--- src/rtl/pc_unit_pkg.sv ---
// pc_unit_pkg: shared defaults and next-PC select encoding for the RV32I fetch PC unit.
package pc_unit_pkg;
   localparam int          DEF_XLEN         = 32;
   localparam logic [31:0] DEF_RESET_VECTOR = 32'h0000_0000;
   localparam logic [31:0] DEF_TRAP_VECTOR  = 32'h0000_0100;
   localparam int          DEF_INC          = 4;
   localparam int          DEF_ALIGN_BITS   = 2;
   typedef enum logic [1:0] {SEL_SEQ, SEL_HOLD, SEL_REDIR, SEL_TRAP} pc_sel_e;
   // trap > misaligned redirect > redirect > stall > sequential
   function automatic pc_sel_e pc_select(input logic trap, input logic redir,
                                         input logic misaligned, input logic stall);
      return trap ? SEL_TRAP : redir ? (misaligned ? SEL_TRAP : SEL_REDIR) :
             stall ? SEL_HOLD : SEL_SEQ;
   endfunction
endpackage

--- src/rtl/pc_unit_if.sv ---
// pc_unit_if: control inputs and PC outputs of the fetch PC unit.
interface pc_unit_if #(parameter int XLEN = 32);
   logic            stall;
   logic            redirect;
   logic [XLEN-1:0] redirect_pc;
   logic            trap_req;
   logic [XLEN-1:0] pc;
   logic [XLEN-1:0] pc_plus_inc;
   logic            pc_valid;
   logic            misalign_err;
   logic [XLEN-1:0] bad_addr;
   modport master (output stall, redirect, redirect_pc, trap_req,
                   input pc, pc_plus_inc, pc_valid, misalign_err, bad_addr);
   modport slave (input stall, redirect, redirect_pc, trap_req,
                  output pc, pc_plus_inc, pc_valid, misalign_err, bad_addr);
endinterface

--- src/rtl/pc_unit_adder.sv ---
// pc_unit_adder: combinational sequential-increment adder, wraps modulo 2^XLEN.
module pc_unit_adder #(
   parameter int XLEN = 32,
   parameter int INC  = 4
) (
   input  logic [XLEN-1:0] i_pc,
   output logic [XLEN-1:0] o_sum
);
   assign o_sum = i_pc + XLEN'(INC);
endmodule

--- src/rtl/pc_unit.sv ---
// pc_unit: RV32I fetch program counter with stall, redirect, trap and
// misaligned-target trapping.
module pc_unit
   import pc_unit_pkg::*;
#(
   parameter int              XLEN         = DEF_XLEN,
   parameter logic [XLEN-1:0] RESET_VECTOR = XLEN'(DEF_RESET_VECTOR),
   parameter logic [XLEN-1:0] TRAP_VECTOR  = XLEN'(DEF_TRAP_VECTOR),
   parameter int              INC          = DEF_INC,
   parameter int              ALIGN_BITS   = DEF_ALIGN_BITS
) (
   input logic        clk,
   input logic        rst,
   pc_unit_if.slave   bus
);
   localparam logic [XLEN-1:0] ALIGN_MASK = XLEN'((64'd1 << ALIGN_BITS) - 64'd1);
   logic [XLEN-1:0] r_pc, r_bad, w_pc_inc, w_next;
   logic            r_valid, r_err, w_mis, w_mis_take;
   pc_sel_e         w_sel;
   pc_unit_adder #(.XLEN(XLEN), .INC(INC)) u_adder (.i_pc(r_pc), .o_sum(w_pc_inc));
   assign w_mis      = |(bus.redirect_pc & ALIGN_MASK);
   assign w_sel      = pc_select(bus.trap_req, bus.redirect, w_mis, bus.stall);
   assign w_mis_take = bus.redirect & w_mis & ~bus.trap_req;
   always_comb begin
      w_next = w_sel == SEL_TRAP  ? TRAP_VECTOR :
               w_sel == SEL_REDIR ? bus.redirect_pc :
               w_sel == SEL_HOLD  ? r_pc : w_pc_inc;
   end
   // The first edge after reset release only raises pc_valid; controls are ignored.
   always_ff @(posedge clk or posedge rst) begin
      if (rst) begin
         r_pc    <= RESET_VECTOR;
         r_valid <= 1'b0;
         r_err   <= 1'b0;
         r_bad   <= '0;
      end else if (!r_valid) begin
         r_valid <= 1'b1;
      end else begin
         r_pc  <= w_next;
         r_err <= w_mis_take;
         if (w_mis_take) r_bad <= bus.redirect_pc;
      end
   end
   assign bus.pc           = r_pc;
   assign bus.pc_plus_inc  = w_pc_inc;
   assign bus.pc_valid     = r_valid;
   assign bus.misalign_err = r_err;
   assign bus.bad_addr     = r_bad;
endmodule
--- src/flat_wrapper.sv ---
// flat-port wrapper written by rule: the top's interface ports become plain ports
module pc_unit_flat import pc_unit_pkg::*;
#(
   parameter int              XLEN         = DEF_XLEN,
   parameter logic [XLEN-1:0] RESET_VECTOR = XLEN'(DEF_RESET_VECTOR),
   parameter logic [XLEN-1:0] TRAP_VECTOR  = XLEN'(DEF_TRAP_VECTOR),
   parameter int              INC          = DEF_INC,
   parameter int              ALIGN_BITS   = DEF_ALIGN_BITS
)
  (clk, rst, bus_stall, bus_redirect, bus_redirect_pc, bus_trap_req, bus_pc, bus_pc_plus_inc, bus_pc_valid, bus_misalign_err, bus_bad_addr);
  pc_unit_if #(.XLEN(XLEN)) bus_i ();
  input logic clk;
  input logic rst;
  input wire logic [$bits(bus_i.stall)-1:0] bus_stall;
  input wire logic [$bits(bus_i.redirect)-1:0] bus_redirect;
  input wire logic [$bits(bus_i.redirect_pc)-1:0] bus_redirect_pc;
  input wire logic [$bits(bus_i.trap_req)-1:0] bus_trap_req;
  output wire logic [$bits(bus_i.pc)-1:0] bus_pc;
  output wire logic [$bits(bus_i.pc_plus_inc)-1:0] bus_pc_plus_inc;
  output wire logic [$bits(bus_i.pc_valid)-1:0] bus_pc_valid;
  output wire logic [$bits(bus_i.misalign_err)-1:0] bus_misalign_err;
  output wire logic [$bits(bus_i.bad_addr)-1:0] bus_bad_addr;
  assign bus_i.stall = bus_stall;
  assign bus_i.redirect = bus_redirect;
  assign bus_i.redirect_pc = bus_redirect_pc;
  assign bus_i.trap_req = bus_trap_req;
  assign bus_pc = bus_i.pc;
  assign bus_pc_plus_inc = bus_i.pc_plus_inc;
  assign bus_pc_valid = bus_i.pc_valid;
  assign bus_misalign_err = bus_i.misalign_err;
  assign bus_bad_addr = bus_i.bad_addr;
  pc_unit #(.XLEN(XLEN), .RESET_VECTOR(RESET_VECTOR), .TRAP_VECTOR(TRAP_VECTOR), .INC(INC), .ALIGN_BITS(ALIGN_BITS)) u_core (.clk(clk), .rst(rst), .bus(bus_i));
endmodule
--- config.mk ---
export PLATFORM = sky130hd
export DESIGN_NAME = pc_unit_flat
export DESIGN_NICKNAME = d
export VERILOG_FILES = /design/src/rtl/pc_unit_pkg.sv /design/src/rtl/pc_unit_if.sv /design/src/rtl/pc_unit_adder.sv /design/src/rtl/pc_unit.sv /design/src/flat_wrapper.sv
export SDC_FILE = /design/constraint.sdc
export NUM_CORES = 1
export LEC_CHECK = 0
export BUFFER_PORTS_ARGS = -buffer_cell sky130_fd_sc_hd__buf_4
export CAP_MARGIN = 20
export CORE_UTILIZATION = 30
export DETAILED_ROUTE_END_ITERATION = 12
export SYNTH_ARGS = -nofsm -noshare
export SYNTH_HDL_FRONTEND = slang
export SYNTH_SLANG_ARGS = --single-unit
--- constraint.sdc ---
create_clock -name clk -period 3.55 [get_ports clk]
set_clock_uncertainty 0.15 [all_clocks]
set_input_delay 0.8875 -clock clk [delete_from_list [all_inputs] [get_ports clk]]
set_output_delay 0.8875 -clock clk [all_outputs]
set_load 0.02 [all_outputs]
# [Word level (Yosys, flattened, before mapping)]
# Cells that the tools add are included.
[word_totals] regBits=66 elab_cells=22 n_memories=0 latch_bits=0 ram_bits=0 inputBits=37 romBits=0 out_inout_bits=98
[op_classes] bitwise_logic=3 reduce_logical=3 n_mux=7 n_eq_ne=4 n_addsub=1 n_mul=0 shift=0 div_mod_pow=0 magnitude_cmp=0
[op_table] cell="$mux 32" count=3
[op_table] cell="$add 32x3->32 const B" count=1
[op_table] cell="$eq 2x2->1 const B" count=2
[op_table] cell="$mux 2" count=2
[op_table] cell="$reduce_and 2->1" count=2
[op_table] cell="$ne 3x1->1 const B" count=1
[op_table] cell="$and 1x1->1" count=2
[op_table] cell="$eq 2x1->1 const B" count=1
[op_table] cell="$mux 1" count=2
[op_table] cell="$reduce_or 2->1" count=1
[op_table] cell="$not 1->1" count=1

# [Logic depth before layout (Yosys ltp)]
[logic_depth] word_depth=8 depth_mapped=7 mapped_depth_nobuf=6

# [By module]
# A second synthesis with hierarchy kept.
[hier_totals] hier_cells=331 area_unflattened_um2=3430.8
[by_module_without_submodules] module="pc_unit" n_inst=1 cells_each=248 seq_area_each_um2=1651.6 area_per_inst_um2=2850.2
[by_module_without_submodules] module="pc_unit_adder" n_inst=1 cells_each=83 seq_area_each_um2=0.0 area_per_inst_um2=580.6

# [Worst setup path after synthesis]
# OpenSTA, ideal clock, no wires.
[synth_timing] path_type="register to output" startpoint="reg u_core.r_pc[3], in the netlist u_core.bus.pc[3]" endpoint="out bus_pc_plus_inc[30]" stages_incl_launch_ff=7 arrival_ps=2422 path_buffers=0 required_time_ps=2513 slack_ps=91 cell_sequence="dfrtp_1 > ha_1 > nand3_2 > nor4_4 > nand2_4 > or4_4 > xnor2_1"
[synth_via] elab_chain_len=1
[synth_lines] element="start, declared" line="pc_unit.sv:17" rtl="logic [XLEN-1:0] r_pc, r_bad, w_pc_inc, w_next;"
[synth_lines] element="start signal, assigned" line="pc_unit.sv:39" rtl="r_pc <= w_next;"
[synth_lines] element="$add 32x3->32" line="pc_unit_adder.sv:9" rtl="assign o_sum = i_pc + XLEN'(INC);"
[synth_lines] element="end, declared" line="flat_wrapper.sv:19" rtl="output wire logic [$bits(bus_i.pc_plus_inc)-1:0] bus_pc_plus_inc;"
# Every way passes these cells.

# [Worst setup path in the final report]
[layout_timing] startpoint="reg u_core.r_pc[6], in the netlist u_core.bus.pc[6]" endpoint="out bus_pc_plus_inc[29]"
# The elaborated chain is that of the path after synthesis.

==> flow_summary.ini <==
[clocking]
cts_buffers = 9
clockBufferDepth = 2
cts_tree = built
root_buffer = clkbuf_16
clk_pin_slew_ns = 0.05
cts_sinks = 66
clock_latency_ns = 0.34
cts_htree_levels = 3
hold_buffers = 0

[timing]
period_share_pct = 98.23
fmaxAchievable_mhz = 286.8
finalMaxSlewViolations = 0
setup_viol = 0
relSlewSlack_pct = 56.37
final_hold_viol_count = 0
tns_ns = 0
worst_slack_ns = 0.06272
worst_pin_slew_ns = 0.6529
whs_ns = 0.3554
fin_crit_ns = 3.487

[floorplan]
start_util_pct = 30.86
core_sq_um = 12060
die-area_sq_um = 12860
die_h_um = 113.4
die_w_um = 113.4
io_pins = 135
rows = 40

[critical_path]
r2r_setup_slack_ns = 1.21
timing.critical_path.arrival_ns = 2.45
ff2ff_path_depth = 5
timing.rr.start = u_core.bus.pc[6]
crit_path_end_kind = primary output
critical_path.max_fanout = 8
critPathRequiredTime_ns = 2.51
r2r-end = u_core.bus.pc[29]
cp-start-kind = register
cp-startpoint = u_core.bus.pc[6]
crit_end = bus_pc_plus_inc[29]
worstSetupPathType = register to primary output

[placement]
hpwl_um = 8479
place_congestion = 0.8099
post_dp_cell_area_sq_um = 4931
post-place-cells = 659
io_buffer_count = 134
pre_cts_slack_ns = 0.2103

[yosys]
syn_inst = 371
synth-edff-count = 0
syn_nets = 409
yosysMostFrequentCell = dfrtp_1
postSynth.asyncResetShare_pct = 100.0
syn_avg_cell_area_sq_um = 10.03
netlist.area_leader.share_pct = 44.37
yosysTopAreaCell = dfrtp_1
ys_ff_latch = 66
yosys-top-cells-area = dfrtp_1 44%, mux2_2 9.7%, xnor2_1 4.5%
seq_area_frac_synth_pct = 44.37
synth_top_flop_cell = dfrtp_1
synth_area_sq_um = 3722
ys_types = 50
yosysWarnings = 0
synthTopCellsByCount = 66 x dfrtp_1, 32 x mux2_2, 30 x o21ai_0, 19 x xnor2_1, 18 x clkbuf_1

[layout]
finalNonFillerCells = 673
synthToLayoutAreaGrowth_pct = 41.08
drive_gt1_share_pct = 42.18
n_antenna_cell = 0
design_area_sq_um = 5251
nets = 541

[status]
outcome = complete, no violations

[routing]
vias_per_cell = 5.131
wl_per_cell_um = 17.32
vias = 3453
highest_layer = met4
drt-pass1-iter-count = 4
dr.first_iter.drc_count = 145
wl_met1_um = 5049
drtAntennaViolNets = 0
totalWireLength_um = 11650
wl_met3_um = 678
drc = 0
wl_met2_um = 5764

[power]
ir_worst_vdd_uv = 237.5
p_leak_uw = 0.002387
power_density_nw_per_um2 = 425.8

[grt]
grt_max_degree = 28
grt_pass1_wl_um = 18400
antenna_found_initial = 0
grt_pass1_vias = 3360
gr-total-overflow = 0
track_usage_pct = 18.88

[job]
maxCapViolCount = 0

[min_path]
hp-class = register to register
registers in the layout, summed over array words and instances, names as in the netlist:
name	cells
u_core.bus.pc_valid	1
u_core.bus.pc	32
u_core.bus.bad_addr	32
u_core.bus.misalign_err	1
per-stage QoR:
step / power (uW) / utilization (%)
3_3_place_gp: 1420 / 40.88
5_1_grt: 2327 / 43.54
4_1_cts: 2260 / 43.40
6_report: 2236 / 43.54
2_1_floorplan: 1184 / -
3_5_place_dp: 1432 / 40.88
worst max-delay path, stage by stage, from the launching register on:
cell and delay [ns]:
dfrtp_1 0.51, nand3_4 0.16, or4_1 0.58, nor4_1 0.40, xor2_1 0.26, buf_4 0.19
final cells by class:
| cell class | instances | area [sq um] |
|---|---|---|
| fill | 1197 | 6810 |
| clock buffer | 13 | 260.3 |
| sequential | 66 | 1658 |
| inverter | 11 | 41.29 |
| multi-input combinational | 271 | 1988 |
| timing repair buffer | 144 | 1094 |
| tap | 168 | 210.2 |
worst min path at each step:
stage               cells after the start  slack (ns)                 endpoint                    start
floorplan                               2        0.47  u_core.bus.misalign_err  u_core.bus.misalign_err
global placement                        1        0.34  u_core.bus.bad_addr[20]  u_core.bus.bad_addr[20]
detailed placement                      1        0.35  u_core.bus.bad_addr[25]  u_core.bus.bad_addr[25]
CTS                                     1        0.36  u_core.bus.bad_addr[25]  u_core.bus.bad_addr[25]
global route                            1        0.37  u_core.bus.bad_addr[20]  u_core.bus.bad_addr[20]
finish                                  1        0.36  u_core.bus.bad_addr[20]  u_core.bus.bad_addr[20]
report_power, final:
group / total (uW) / internal [uW] / switching, uW
clock network: 817 / 499 / 318
logic: 520 / 248 / 272
registers: 899 / 842 / 56.3
what timing repair did:
action                     CTS  global route
resized for setup            9             4
cloned                       0             0
pin swaps                    3             1
setup buffers                1             0
setup endpoints to repair    5             4
routing by layer:
layer	global-route usage, %	vias to the layer above
met5	0	-
met4	6.667	0
met3	4.942	12
met2	31.74	111
met1	23.43	1711
li1	-	1619
cells by family (layout without fill, tap and decap cells):
logic type,Yosys count,in the layout,synth area share (%)
multiplexers,32,32,9.681
AND/OR/NAND/NOR,109,109,16.84
flip-flops,66,66,44.37
XOR/XNOR,27,27,6.353
other,1,1,0.1007
buffers and inverters,34,168,3.664
adder cells (fa/ha/maj),1,1,0.3361
AO/OA/AOI/OAI,101,101,18.66
layout by cell type, fill, tap and decap left out, types with 5 or more instances in the layout:
master,count
o21ai_0,30
xnor2_1,18
a31o_2,8
dfrtp_2,5
nor2_1,15
a21o_1,6
xor2_1,8
inv_1,10
a22o_1,9
clkbuf_16,9
and2_1,6
a32o_1,5
buf_4,143
o21a_1,12
a21oi_1,13
nor3_1,11
mux2_2,32
and3_1,5
nand2b_1,10
nand3_1,14
nand2_1,14
nand4_1,8
dfrtp_1,61
(Power assumes the default switching activity.)
